## src/rtl/channel_pkg.sv

```systemverilog
// Shared definitions for both ends of the S/360 bus-and-tag interface:
// control-unit state encoding, status and command bytes, command decode helper.
package channel_pkg;

    localparam int unsigned BYTE_W = 8;

    typedef logic [BYTE_W-1:0] byte_t;

    // Status byte bits (bus bit n == IBM bit n)
    localparam byte_t ST_ATTN = 8'h01;
    localparam byte_t ST_BUSY = 8'h08;
    localparam byte_t ST_CE   = 8'h10;
    localparam byte_t ST_DE   = 8'h20;
    localparam byte_t ST_UC   = 8'h40;
    localparam byte_t ST_UE   = 8'h80;

    localparam byte_t CMD_TEST_IO = 8'h00;

    // Control-unit sequencing states
    typedef enum logic [3:0] {
        CU_IDLE     = 4'd0,
        CU_OP_IN    = 4'd1,
        CU_ADDR_IN  = 4'd2,
        CU_CMD      = 4'd3,
        CU_STAT_IN  = 4'd4,
        CU_STAT_ACK = 4'd5,
        CU_XFER     = 4'd6,
        CU_SVC      = 4'd7,
        CU_SVC_ACK  = 4'd8,
        CU_STOP     = 4'd9,
        CU_END      = 4'd10,
        CU_END_ACK  = 4'd11
    } cu_state_e;

    // Write and control commands have the low command bit set
    function automatic logic is_write(input byte_t cmd);
        return (cmd & 8'h01) != 8'h00;
    endfunction

endpackage

```

## src/rtl/control_unit_select.sv

```systemverilog
// Address match and select-in propagation for an idle control unit.
//   address_out_i/select_out_i/hold_out_i/bus_out_i : channel outbound tags and bus
//   status_pending_i : unit already has status to present; blocks selection
//   match_c          : this unit is being selected
//   select_pass_c    : value select_in should take while idle (pass select down the chain)
module control_unit_select
    import channel_pkg::*;
#(
    parameter byte_t ADDRESS = 8'h10
) (
    input  logic  address_out_i,
    input  logic  select_out_i,
    input  logic  hold_out_i,
    input  byte_t bus_out_i,
    input  logic  status_pending_i,
    output logic  match_c,
    output logic  select_pass_c
);

    logic sel_or_hold;

    assign sel_or_hold   = select_out_i | hold_out_i;
    assign match_c       = address_out_i & sel_or_hold & (bus_out_i == ADDRESS) & ~status_pending_i;
    // Not ours: the select tag ripples on to the next unit
    assign select_pass_c = sel_or_hold & ~match_c & select_out_i;

endmodule

```

## src/rtl/control_unit.sv

```systemverilog
// Device end of the S/360 bus-and-tag channel interface, one per device address.
// Handles initial selection, command/status exchange and byte transfers:
// write/control commands push channel bytes onto data_recv_*, read commands pull
// bytes from data_send_* onto the channel.
//   clk, reset_n               : clock, async active-low reset
//   a_bus_out, a_*_out         : channel outbound bus and tags (suppress ignored)
//   a_bus_in, a_*_in           : inbound bus and tags (request_in tied low)
//   command, active            : latched command byte, unit busy with an operation
//   device_busy, end_transfer  : device busy at command time; end a write transfer
//   data_recv_*                : AXI-Stream of bytes written by the channel
//   data_send_*                : AXI-Stream of bytes read by the channel
module control_unit
    import channel_pkg::*;
#(
    parameter logic [7:0] ADDRESS = 8'h10
) (
    input  logic       clk,
    input  logic       reset_n,
    input  logic [7:0] a_bus_out,
    output logic [7:0] a_bus_in,
    input  logic       a_operational_out,
    input  logic       a_address_out,
    input  logic       a_hold_out,
    input  logic       a_select_out,
    input  logic       a_command_out,
    input  logic       a_service_out,
    input  logic       a_suppress_out,
    output logic       a_operational_in,
    output logic       a_address_in,
    output logic       a_select_in,
    output logic       a_status_in,
    output logic       a_service_in,
    output logic       a_request_in,
    output logic [7:0] command,
    output logic       active,
    input  logic       device_busy,
    input  logic       end_transfer,
    output logic [7:0] data_recv_tdata,
    output logic       data_recv_tvalid,
    input  logic       data_recv_tready,
    input  logic [7:0] data_send_tdata,
    input  logic       data_send_tvalid,
    input  logic       data_send_tlast,
    output logic       data_send_tready
);

    localparam byte_t END_STATUS = ST_CE | ST_DE;

    cu_state_e state_q, state_d;
    byte_t     bus_in_q, bus_in_d;
    byte_t     command_q, command_d;
    byte_t     status_q, status_d;
    byte_t     recv_tdata_q, recv_tdata_d;
    logic      op_in_q, op_in_d;
    logic      addr_in_q, addr_in_d;
    logic      sel_in_q, sel_in_d;
    logic      stat_in_q, stat_in_d;
    logic      svc_in_q, svc_in_d;
    logic      recv_tvalid_q, recv_tvalid_d;
    logic      send_tready_q, send_tready_d;
    logic      last_q, last_d;
    logic      end_q, end_d;
    logic      active_q;
    logic      match;
    logic      select_pass;
    logic      unused_suppress;

    assign unused_suppress = a_suppress_out;

    control_unit_select #(
        .ADDRESS (ADDRESS)
    ) u_select (
        .address_out_i    (a_address_out),
        .select_out_i     (a_select_out),
        .hold_out_i       (a_hold_out),
        .bus_out_i        (a_bus_out),
        .status_pending_i (stat_in_q),
        .match_c          (match),
        .select_pass_c    (select_pass)
    );

    // State and output registers
    always_ff @(posedge clk or negedge reset_n) begin
        if (!reset_n) begin
            state_q       <= CU_IDLE;
            bus_in_q      <= '0;
            command_q     <= '0;
            status_q      <= '0;
            recv_tdata_q  <= '0;
            op_in_q       <= 1'b0;
            addr_in_q     <= 1'b0;
            sel_in_q      <= 1'b0;
            stat_in_q     <= 1'b0;
            svc_in_q      <= 1'b0;
            recv_tvalid_q <= 1'b0;
            send_tready_q <= 1'b0;
            last_q        <= 1'b0;
            end_q         <= 1'b0;
            active_q      <= 1'b0;
        end else begin
            state_q       <= state_d;
            bus_in_q      <= bus_in_d;
            command_q     <= command_d;
            status_q      <= status_d;
            recv_tdata_q  <= recv_tdata_d;
            op_in_q       <= op_in_d;
            addr_in_q     <= addr_in_d;
            sel_in_q      <= sel_in_d;
            stat_in_q     <= stat_in_d;
            svc_in_q      <= svc_in_d;
            recv_tvalid_q <= recv_tvalid_d;
            send_tready_q <= send_tready_d;
            last_q        <= last_d;
            end_q         <= end_d;
            active_q      <= (state_d != CU_IDLE);
        end
    end

    // Next-state and registered-output logic
    always_comb begin
        state_d       = state_q;
        bus_in_d      = bus_in_q;
        command_d     = command_q;
        status_d      = status_q;
        recv_tdata_d  = recv_tdata_q;
        op_in_d       = op_in_q;
        addr_in_d     = addr_in_q;
        sel_in_d      = sel_in_q;
        stat_in_d     = stat_in_q;
        svc_in_d      = svc_in_q;
        recv_tvalid_d = recv_tvalid_q & ~data_recv_tready;
        send_tready_d = 1'b0;
        last_d        = last_q;
        // end_transfer is a pulse; remember it until the operation finishes
        end_d         = end_q | (end_transfer & (state_q != CU_IDLE));

        if (!a_operational_out) begin
            // Selective reset: abandon the operation, all tags low
            state_d   = CU_IDLE;
            bus_in_d  = '0;
            op_in_d   = 1'b0;
            addr_in_d = 1'b0;
            sel_in_d  = 1'b0;
            stat_in_d = 1'b0;
            svc_in_d  = 1'b0;
            end_d     = 1'b0;
        end else begin
            unique case (state_q)
                CU_IDLE: begin
                    end_d    = 1'b0;
                    last_d   = 1'b0;
                    sel_in_d = select_pass;
                    if (match) begin
                        state_d  = CU_OP_IN;
                        op_in_d  = 1'b1;
                        sel_in_d = 1'b0;
                    end
                end
                CU_OP_IN: begin
                    if (!a_address_out) begin
                        state_d   = CU_ADDR_IN;
                        bus_in_d  = ADDRESS;
                        addr_in_d = 1'b1;
                    end
                end
                CU_ADDR_IN: begin
                    if (a_command_out) begin
                        state_d   = CU_CMD;
                        command_d = a_bus_out;
                        addr_in_d = 1'b0;
                        bus_in_d  = '0;
                        status_d  = device_busy ? ST_BUSY : 8'h00;
                    end
                end
                CU_CMD: begin
                    if (!a_command_out) begin
                        state_d   = CU_STAT_IN;
                        bus_in_d  = status_q;
                        stat_in_d = 1'b1;
                    end
                end
                CU_STAT_IN: begin
                    if (a_service_out) begin
                        state_d   = CU_STAT_ACK;
                        stat_in_d = 1'b0;
                        bus_in_d  = '0;
                    end
                end
                CU_STAT_ACK: begin
                    if (!a_service_out) begin
                        // Test I/O or any non-zero initial status ends the operation here
                        if ((command_q == CMD_TEST_IO) || (status_q != 8'h00)) begin
                            state_d = CU_IDLE;
                            op_in_d = 1'b0;
                        end else begin
                            state_d = CU_XFER;
                        end
                    end
                end
                CU_XFER: begin
                    if (is_write(command_q)) begin
                        if (end_q) begin
                            state_d   = CU_END;
                            bus_in_d  = END_STATUS;
                            stat_in_d = 1'b1;
                        end else if (!recv_tvalid_q) begin
                            // Only request a byte once the previous one has drained
                            state_d  = CU_SVC;
                            svc_in_d = 1'b1;
                        end
                    end else if (data_send_tvalid) begin
                        state_d       = CU_SVC;
                        send_tready_d = 1'b1;
                        bus_in_d      = data_send_tdata;
                        svc_in_d      = 1'b1;
                        last_d        = data_send_tlast;
                    end
                end
                CU_SVC: begin
                    // Channel stop (command_out) takes priority over service_out
                    if (a_command_out) begin
                        state_d  = CU_STOP;
                        svc_in_d = 1'b0;
                        bus_in_d = '0;
                    end else if (a_service_out) begin
                        state_d  = CU_SVC_ACK;
                        svc_in_d = 1'b0;
                        bus_in_d = '0;
                        if (is_write(command_q)) begin
                            recv_tdata_d  = a_bus_out;
                            recv_tvalid_d = 1'b1;
                        end
                    end
                end
                CU_SVC_ACK: begin
                    if (!a_service_out) begin
                        if (last_q || end_q) begin
                            state_d   = CU_END;
                            bus_in_d  = END_STATUS;
                            stat_in_d = 1'b1;
                        end else begin
                            state_d = CU_XFER;
                        end
                    end
                end
                CU_STOP: begin
                    if (!a_command_out) begin
                        state_d   = CU_END;
                        bus_in_d  = END_STATUS;
                        stat_in_d = 1'b1;
                    end
                end
                CU_END: begin
                    if (a_service_out) begin
                        state_d   = CU_END_ACK;
                        stat_in_d = 1'b0;
                        bus_in_d  = '0;
                    end
                end
                CU_END_ACK: begin
                    if (!a_service_out) begin
                        state_d = CU_IDLE;
                        op_in_d = 1'b0;
                    end
                end
                default: begin
                    state_d = CU_IDLE;
                end
            endcase
        end
    end

    assign a_bus_in         = bus_in_q;
    assign a_operational_in = op_in_q;
    assign a_address_in     = addr_in_q;
    assign a_select_in      = sel_in_q;
    assign a_status_in      = stat_in_q;
    assign a_service_in     = svc_in_q;
    assign a_request_in     = 1'b0;
    assign command          = command_q;
    assign active           = active_q;
    assign data_recv_tdata  = recv_tdata_q;
    assign data_recv_tvalid = recv_tvalid_q;
    assign data_send_tready = send_tready_q;

endmodule

```

## config.mk

```make
export PLATFORM = sky130hd
export DESIGN_NAME = control_unit
export DESIGN_NICKNAME = d
export VERILOG_FILES = /design/src/rtl/channel_pkg.sv /design/src/rtl/control_unit_select.sv /design/src/rtl/control_unit.sv
export SDC_FILE = /design/constraint.sdc
export NUM_CORES = 1
export LEC_CHECK = 0
export ABC_AREA = 0
export CAP_MARGIN = 20
export CORE_ASPECT_RATIO = 0.5
export CORE_MARGIN = 2
export CORE_UTILIZATION = 50
export DETAILED_ROUTE_END_ITERATION = 10
export DONT_BUFFER_PORTS = 1
export REMOVE_ABC_BUFFERS = 1
export SYNTH_ARGS = -nofsm -noshare
export SYNTH_HDL_FRONTEND = slang
export SYNTH_SLANG_ARGS = --single-unit
```

## constraint.sdc

```tcl
create_clock -name clk -period 6.4 [get_ports clk]
set_clock_uncertainty 0.2 [all_clocks]
set_input_delay 1.28 -clock clk [delete_from_list [all_inputs] [get_ports clk]]
set_output_delay 1.28 -clock clk [all_outputs]
set_load 0.01 [all_outputs]
```

==> flow_summary.yaml, run 1 <==
timing:
  tightest_slew_ns: 0.878
  tns_ns: 0
  slew_headroom: 0.415
  finalCriticalPeriod_ns: 2.79
  min_period_over_period: 0.436
  maxSlewViolCount: 0
  finalHoldViolations: 0
  max_freq_mhz: 359
  finalSetupViolCount: 0
  setup_ws_ns: 3.61
  rsz0062_at_grt: "false"
clock_network:
  cts_resized: 0
  clkLatencyLatePin_ns: 0.30
  cts.sinks: 39
  holdBufCountCts: 0
  clk_pin_slew_ns: 0.08
  cts_setup_buffers: 0
  htreeDepth: 2
  clk_path_buf_depth: 2
  cts_tree: "built"
  root_buffer: "clkbuf_8"
  cts_made_buffers: 5
routing:
  ant_nets: 0
  drcViolationCount: 0
  routed-via-count: 1796
  first_iter_violations: 106
  firstDrtPassIters: 5
  routed_wl_mm: 5.65
  drt-wirelength-per-cell_um: 20.5
  avgViaCountPerCell: 6.53
global_route:
  grt_pass1_wl_mm: 9.10
  grt_max_degree: 40
  gr-max-usage-layer: "met2"
  antenna_found_initial: 0
  grt.met2_usage: 0.342
  grt_usage: 0.236
  met3_usage: 0.0862
  grt_pass1_vias: 1731
  grt_use_met1: 0.337
  overflow: 0
worst_setup_path:
  crit_required_ns: 6.37
  crit_fanout: 29
  cp_data_arrival_time_ns: 2.76
  start_kind: "flip-flop"
  endpoint_kind: "flip-flop"
  crit_type: "flip-flop to flip-flop"
synthesis:
  synth_flop_cell: "dfrtp_1"
  async_flop_share: 1.00
  yosysUniqueCellTypes: 58
  yosys-top-cells-area: "dfrtp_1 44%, mux2_2 8.5%, a32o_1 4.0%"
  muxShareOfSynthArea: 0.0899
  synth_top_family_by_area: "simple AND/OR/NAND/NOR gates"
  avgSynthCellArea_um2: 9.87
  synth_xor_area_frac: 0
  synth-edff-count: 0
  synth_seq_cells: 39
  synthSimpleGateAreaFrac: 0.210
  synth-seq-area-share: 0.436
  syn-cell-area_um2: 2240
  synth_compound_area_frac: 0.209
  synth_top_cell_area_share: 0.436
  synthCells: 227
  yosys_warnings: 0
  yosysTopAreaCell: "dfrtp_1"
  synthAdderAreaFrac: 0
layout:
  diodes: 0
  mostFrequentLayoutCells: "39 x dfrtp_1, 21 x nand2_1, 17 x mux2_2, 15 x a21oi_1, 14 x nor2_1"
  layout.nets: 247
  areaGrowthSynthToFinish_pct: 3.57
  final_area_um2: 2320
  drive_gt1_frac: 0.165
  layout_commonest_cell: "dfrtp_1"
outcome:
  outcome: "finished clean"
floorplanning:
  std_cell_rows: 17
  dieArea_um2: 5070
  io_pins: 63
  die_h_um: 51.3
  start_util: 0.514
  fp.dieW_um: 98.7
  core_region_area_um2: 4360
placement:
  dp_hpwl_mm: 3.86
  postPlaceCellArea_um2: 2220
  gp_congestion: 0.852
  place_ws_ns: 3.37
  place.port_buffers: 0
flow_run:
  max_cap_violations: 0
power_and_ir_drop:
  ir_drop_mv: 0.156
  p_per_area_nw_per_um2: 310
  leakage_nw: 0.967
min_path:
  hold_path.class: "flip-flop to flip-flop"
## report_power, final
part,switching (W),internal [W]
sequential,0.0000928,0.000282
combinational,0.0000745,0.0000872
clock,0.0000945,0.0000880
## critical path: stages (launching register included)
cell,delay (ns)
dfrtp_1,0.92
nor2b_1,0.26
a21oi_1,0.19
o221ai_1,0.15
a221o_2,0.43
or4b_1,0.51
## cell type report
class | count | area (um^2)
Clock buffer | 6 | 82.6
Clock inverter | 2 | 16.3
Tap cell | 57 | 71.3
Sequential cell | 39 | 976
Inverter | 8 | 30.0
Multi-Input combinational cell | 163 | 1140
Fill cell | 400 | 2040
## per-stage QoR
| stage | std cells | util | power, W | hold slack, ns |
|---|---|---|---|---|
| 2_1_floorplan | 210 | - | 0.000492 | 0.290 |
| 3_3_place_gp | 267 | 0.510 | 0.000537 | 0.324 |
| 3_5_place_dp | 267 | 0.510 | 0.000538 | 0.332 |
| 4_1_cts | 275 | 0.532 | 0.000722 | 0.352 |
| 5_1_grt | 275 | 0.532 | 0.000759 | 0.377 |
| 6_report | 275 | 0.532 | 0.000719 | 0.346 |
## registers in the layout, summed over array words and instances (netlist names)
register / count
a_address_in: 1
a_bus_in: 8
a_operational_in: 1
a_select_in: 1
a_service_in: 1
a_status_in: 1
active: 1
command: 8
data_recv_tdata: 8
data_recv_tvalid: 1
data_send_tready: 1
end_q: 1
last_q: 1
state_q: 4
status_q: 1
## cell usage after synthesis (all sizes together), types with 3 or more instances
master and count:
dfrtp 39, nand2 21, mux2 17, a21oi 16
nor2 14, buf 10, nor2b 10, a32o 9
o21ai 8, clkbuf 7, inv 7, nor4 7
nor3 5, nand3 4, or3 4, a31oi 3
nand2b 3, o22ai 3
## final timing paths
| check | startpoint | end | slack [ns] | cells after the start |
|---|---|---|---|---|
| max | state_q[1] | active | 3.61 | 5 |
| min | last_q | last_q | 0.35 | 1 |
| max reg2reg | state_q[1] | active | 3.61 | 5 |
| min reg2reg | last_q | last_q | 0.35 | 1 |
| max in group asynchronous | reset_n | data_recv_tdata[5] | 5.45 | 0 |
| min in group asynchronous | reset_n | a_address_in | 0.46 | 0 |
## metal layers
metal / routed length [um] / up-vias
li1: - / 825
met1: 2670 / 876
met2: 2470 / 90
met3: 483 / 5
met4: 37 / 0
met5: 0 / -
## kinds of logic after synthesis
family / after synthesis
and+or+nand+nor: 81
AOI/OAI and AO/OA: 63
DFF: 39
buffers and inverters: 25
muxes: 18
other: 1
No activity file was read; power rests on OpenSTA's default activity.
==> run 2: changes to the inputs <==
--- a/config.mk
+++ b/config.mk
@@ -12,6 +12,7 @@
 export CORE_UTILIZATION = 50
 export DETAILED_ROUTE_END_ITERATION = 10
 export DONT_BUFFER_PORTS = 1
+export PLACE_DENSITY = 0.68
 export REMOVE_ABC_BUFFERS = 1
 export SYNTH_ARGS = -nofsm -noshare
 export SYNTH_HDL_FRONTEND = slang
==> constraint.sdc (replaced) <==
create_clock -name clk -period 2.32 [get_ports clk]
set_clock_uncertainty 0.2 [all_clocks]
set_input_delay 0.464 -clock clk [delete_from_list [all_inputs] [get_ports clk]]
set_output_delay 0.464 -clock clk [all_outputs]
set_load 0.01 [all_outputs]
==> flow_summary.yaml, run 2 (synthesized netlist as in run 1, its figures left out) <==
clock_network:
  clkLatencyLatePin_ns: 0.29
  cts.sinks: 39
  cts_made_buffers: 5
  clk_pin_slew_ns: 0.08
  clk_path_buf_depth: 2
  root_buffer: "clkbuf_8"
  cts_tree: "built"
  htreeDepth: 2
  cts_setup_buffers: 0
layout:
  layout_commonest_cell: "dfrtp_1"
  post-route-util: 0.597
  areaGrowthSynthToFinish_pct: 16.2
  finalNonFillerCells: 308
  final_area_um2: 2600
  drive_gt1_frac: 0.291
  mostFrequentLayoutCells: "36 x dfrtp_1, 31 x buf_4, 21 x nand2_1, 17 x mux2_2, 15 x a21oi_1"
  layout.nets: 281
  diodes: 0
routing:
  routed-via-count: 1967
  avgViaCountPerCell: 6.39
  drcViolationCount: 0
  ant_nets: 0
  routed_wl_mm: 6.20
  firstDrtPassIters: 5
  first_iter_violations: 163
  drt-wirelength-per-cell_um: 20.1
floorplanning:
  std_cell_rows: 17
  start_util: 0.514
  io_pins: 63
  fp.dieW_um: 98.7
  core_region_area_um2: 4360
  die_h_um: 51.3
  dieArea_um2: 5070
power_and_ir_drop:
  p_int_w: 0.00136
  ir_drop_mv: 0.477
  p_sw_w: 0.000767
  switching_share: 0.360
  leakage_nw: 1.14
  power_frac_comb: 0.344
  clkPwrFrac: 0.212
  seq_power_share: 0.444
  p_per_area_nw_per_um2: 818
worst_setup_path:
  r2r_end: "active"
  endpoint_kind: "flip-flop"
  cp_slowest_stage_delay_ns: 0.51
  reg2regPathDepth: 5
  crit_buf_inv: 1
  cp_data_arrival_time_ns: 2.23
  crit_type: "flip-flop to flip-flop"
  slowest_stage: "or4b_1"
  crit_family: "simple AND/OR/NAND/NOR gates"
  rrSetupSlack_ns: 0.06
  crit_fanout: 9
  r2r-start: "state_q[0]"
  start_kind: "flip-flop"
  crit_chain: "buf_4 > or3_1 > a31oi_1 > o211ai_1 > or4b_1"
  crit_required_ns: 2.29
min_path:
  hold_depth: 1
  hp-start: "data_recv_tready"
  hold_path.class: "input pin to flip-flop"
  min_to: "data_recv_tvalid"
global_route:
  grt_max_degree: 40
  grt_pass1_vias: 1954
  grt_pass1_wl_mm: 10.1
  overflow: 0
  antenna_found_initial: 0
  grt_usage: 0.258
flow_run:
  max_cap_violations: 0
timing:
  finalHoldViolations: 0
  max_freq_mhz: 443
  maxSlewViolCount: 0
  finalCriticalPeriod_ns: 2.26
  rsz0062_at_grt: "false"
  finalSetupViolCount: 0
  min_period_over_period: 0.972
outcome:
  outcome: "finished clean"
placement:
  place.port_buffers: 0
  dp_cells: 299
  gp_congestion: 0.924
  postPlaceCellArea_um2: 2470
  dp_hpwl_mm: 4.44
[run 2: cell count changes in the layout (fill, tap and decap cells not counted)]
cell / before / now
o311ai_1: 1 / 0
or3_1: 4 / 3
buf_12: 0 / 2
dfrtp_2: 0 / 3
o311ai_2: 0 / 1
clkinv_2: 0 / 1
buf_4: 0 / 31
clkbuf_8: 6 / 5
or3_4: 0 / 1
dlygate4sd3_1: 0 / 1
clkinvlp_4: 1 / 0
dfrtp_1: 39 / 36
[run 2: what timing repair did]
action / CTS / global route
endpoints found under the hold margin: 39 / 0
setup endpoints to repair: 8 / 9
pin swaps: 0 / 1
hold buffers: 2 / 0
resized for setup: 1 / 4
[run 2: routing by layer]
| metal | track usage | routed length, um |
|---|---|---|
| met2 | 0.393 | 2730 |
| met3 | 0.0657 | 549 |
| met1 | 0.372 | 2870 |
| met4 | 0.0571 | 45 |
| met5 | 0 | 0 |
[run 2: worst reg2reg max path: stages (launching register included)]
cell	delay, ns
dfrtp_2	0.49
buf_4	0.20
or3_1	0.39
a31oi_1	0.20
o211ai_1	0.14
or4b_1	0.51
[run 2: power by group through the flow]
stage | logic [W] | registers (W) | clock network, W
CTS | 0.000727 | 0.000942 | 0.000462
finish | 0.000732 | 0.000946 | 0.000451
floorplan | 0.000374 | 0.000982 | 0
global route | 0.000805 | 0.000961 | 0.000488
global placement | 0.000691 | 0.000950 | 0
detailed placement | 0.000701 | 0.000953 | 0
[run 2: worst max path at each step]
stage               start     endpoint  slack (ns)  cells after the start
6_report       state_q[0]       active        0.06                      5
5_1_grt        state_q[0]       active       0.008                      5
4_1_cts        command[0]       active       0.008                      5
3_5_place_dp   state_q[0]  a_bus_in[6]       -0.05                      5
3_3_place_gp   state_q[0]  a_bus_in[1]       0.003                      5
2_1_floorplan  state_q[1]       active       -0.04                      5
[run 2: cell type report]
class / count / area [um^2]
Inverter: 8 / 30.0
Tap cell: 57 / 71.3
Multi-Input combinational cell: 163 / 1160
Fill cell: 367 / 1760
Clock inverter: 2 / 13.8
Timing Repair Buffer: 34 / 283
Sequential cell: 39 / 980
Clock buffer: 5 / 68.8
[run 2: through the flow]
step           setup WS, ns  setup TNS [ns]  hold WS, ns  total power [W]
2_1_floorplan       -0.0443         -0.0443      -0.0316          0.00136
3_3_place_gp        0.00313               0      -0.0309          0.00164
3_5_place_dp        -0.0511          -0.327      -0.0311          0.00165
4_1_cts             0.00840               0       0.0600          0.00213
5_1_grt             0.00776               0       0.0482          0.00225
6_report             0.0638               0       0.0659          0.00213
==> run 3: changes to the inputs <==
--- a/config.mk
+++ b/config.mk
@@ -8,12 +8,13 @@
 export ABC_AREA = 0
 export CAP_MARGIN = 20
 export CORE_ASPECT_RATIO = 0.5
-export CORE_MARGIN = 2
 export CORE_UTILIZATION = 50
+export CTS_BUF_LIST = sky130_fd_sc_hd__clkbuf_4 sky130_fd_sc_hd__clkbuf_8 sky130_fd_sc_hd__clkbuf_16
 export DETAILED_ROUTE_END_ITERATION = 10
 export DONT_BUFFER_PORTS = 1
 export PLACE_DENSITY = 0.68
 export REMOVE_ABC_BUFFERS = 1
+export SLEW_MARGIN = 20
 export SYNTH_ARGS = -nofsm -noshare
 export SYNTH_HDL_FRONTEND = slang
 export SYNTH_SLANG_ARGS = --single-unit
==> flow_summary.yaml, run 3 (synthesized netlist as in run 1, its figures left out) <==
global_route:
  grt_pass1_vias: 1916
  antenna_found_initial: 0
  grt_max_degree: 40
  overflow: 0
  grt_usage: 0.273
  grt_pass1_wl_mm: 10.0
worst_setup_path:
  cp_data_arrival_time_ns: 2.19
  crit_required_ns: 2.30
  crit_chain: "buf_12 > buf_4 > nor2b_1 > nand2_1 > a311oi_1 > a221o_2 > or4b_1"
  worstSetupStartpoint: "state_q[0]"
  crit_fanout: 10
  slowest_stage: "or4b_1"
  r2r-start: "state_q[0]"
  crit_type: "flip-flop to flip-flop"
  start_kind: "flip-flop"
  cp_slowest_stage_delay_ns: 0.52
  endpoint_kind: "flip-flop"
floorplanning:
  die_h_um: 49.3
  core_region_area_um2: 4080
  io_pins: 63
  std_cell_rows: 16
  start_util: 0.549
  dieArea_um2: 4770
  fp.dieW_um: 96.7
routing:
  routed-via-count: 1957
  ant_nets: 0
  firstDrtPassIters: 5
  avgViaCountPerCell: 6.55
  drcViolationCount: 0
  routed_wl_mm: 6.04
  drt-wirelength-per-cell_um: 20.2
  first_iter_violations: 183
clock_network:
  clkLatencyLatePin_ns: 0.30
  clk_path_buf_depth: 2
  cts_tree: "built"
  clk_pin_slew_ns: 0.08
  cts.sinks: 39
  htreeDepth: 2
  cts_made_buffers: 5
  root_buffer: "clkbuf_8"
timing:
  finalHoldViolations: 0
  rsz0062_at_grt: "false"
  min_period_over_period: 0.954
  max_freq_mhz: 452
  finalSetupViolCount: 0
  maxSlewViolCount: 0
  finalCriticalPeriod_ns: 2.21
layout:
  layout_commonest_cell: "dfrtp_1"
  post-route-util: 0.636
  drive_gt1_frac: 0.273
  diodes: 0
  layout.nets: 274
  areaGrowthSynthToFinish_pct: 16.0
  final_area_um2: 2600
  mostFrequentLayoutCells: "37 x dfrtp_1, 23 x buf_4, 21 x nand2_1, 17 x mux2_2, 15 x a21oi_1"
min_path:
  hp-start: "data_recv_tready"
  hold_path.class: "input pin to flip-flop"
placement:
  place.port_buffers: 0
  postPlaceCellArea_um2: 2420
  gp_congestion: 0.900
  dp_hpwl_mm: 4.32
power_and_ir_drop:
  p_per_area_nw_per_um2: 872
  leakage_nw: 1.13
  power_w: 0.00227
  ir_drop_mv: 0.630
flow_run:
  max_cap_violations: 0
outcome:
  outcome: "finished clean"
## run 3: worst max-delay path: cells and delay by family (launching register included)
family          cells  cell delay, ns
compound gates      2            0.41
buf+inv             2            0.32
simple gates        3            0.72
flops               1            0.45
## run 3: path summary, 6_finish.rpt
kind	slack, ns	end	cells past startpoint
worst max register to register	0.11	active	7
max in group asynchronous	1.29	command[0]	2
min in group asynchronous	0.42	command[1]	2
worst min register to register	0.37	last_q	1
worst min-delay path	0.06	data_recv_tvalid	1
worst max-delay path	0.11	active	7
## run 3: timing repair
action                     4_1_cts  5_1_grt
buffers inserted                 0        2
hold endpoints to repair        39        0
setup endpoints to repair        0        9
resized for setup                0        5
hold buffers                     2        0
## run 3: power breakdown
group	leakage (nW)	switching, W	internal [W]
clock network	0.0618	0.000269	0.000354
registers	0.528	0.000165	0.000781
logic	0.539	0.000345	0.000353
total	1.13	0.000779	0.00149
## run 3: stage by stage
stage	hold slack (ns)	std cells	setup slack [ns]	TNS, ns
5_1_grt	0.0480	299	0.0274	0
4_1_cts	0.0505	297	0.0180	0
2_1_floorplan	-0.0316	210	-0.0443	-0.0443
3_3_place_gp	-0.0310	287	0.0484	0
3_5_place_dp	-0.0310	287	0.0400	0
6_report	0.0599	299	0.106	0
## run 3: final cells by class
| class | count | area [um^2] |
|---|---|---|
| Fill cell | 364 | 1490 |
| Multi-Input combinational cell | 163 | 1160 |
| Sequential cell | 39 | 978 |
| Timing Repair Buffer | 27 | 243 |
| Clock buffer | 6 | 82.6 |
| Tap cell | 54 | 67.6 |
| Clock inverter | 2 | 38.8 |
| Inverter | 8 | 30.0 |
## run 3: per-layer routing
| layer | track usage | routed length, um | share of wire |
|---|---|---|---|
| met1 | 0.394 | 2820 | 0.47 |
| met2 | 0.399 | 2590 | 0.43 |
| met3 | 0.0774 | 533 | 0.088 |
| met4 | 0.0821 | 102 | 0.017 |
| met5 | 0 | 0 | 0 |
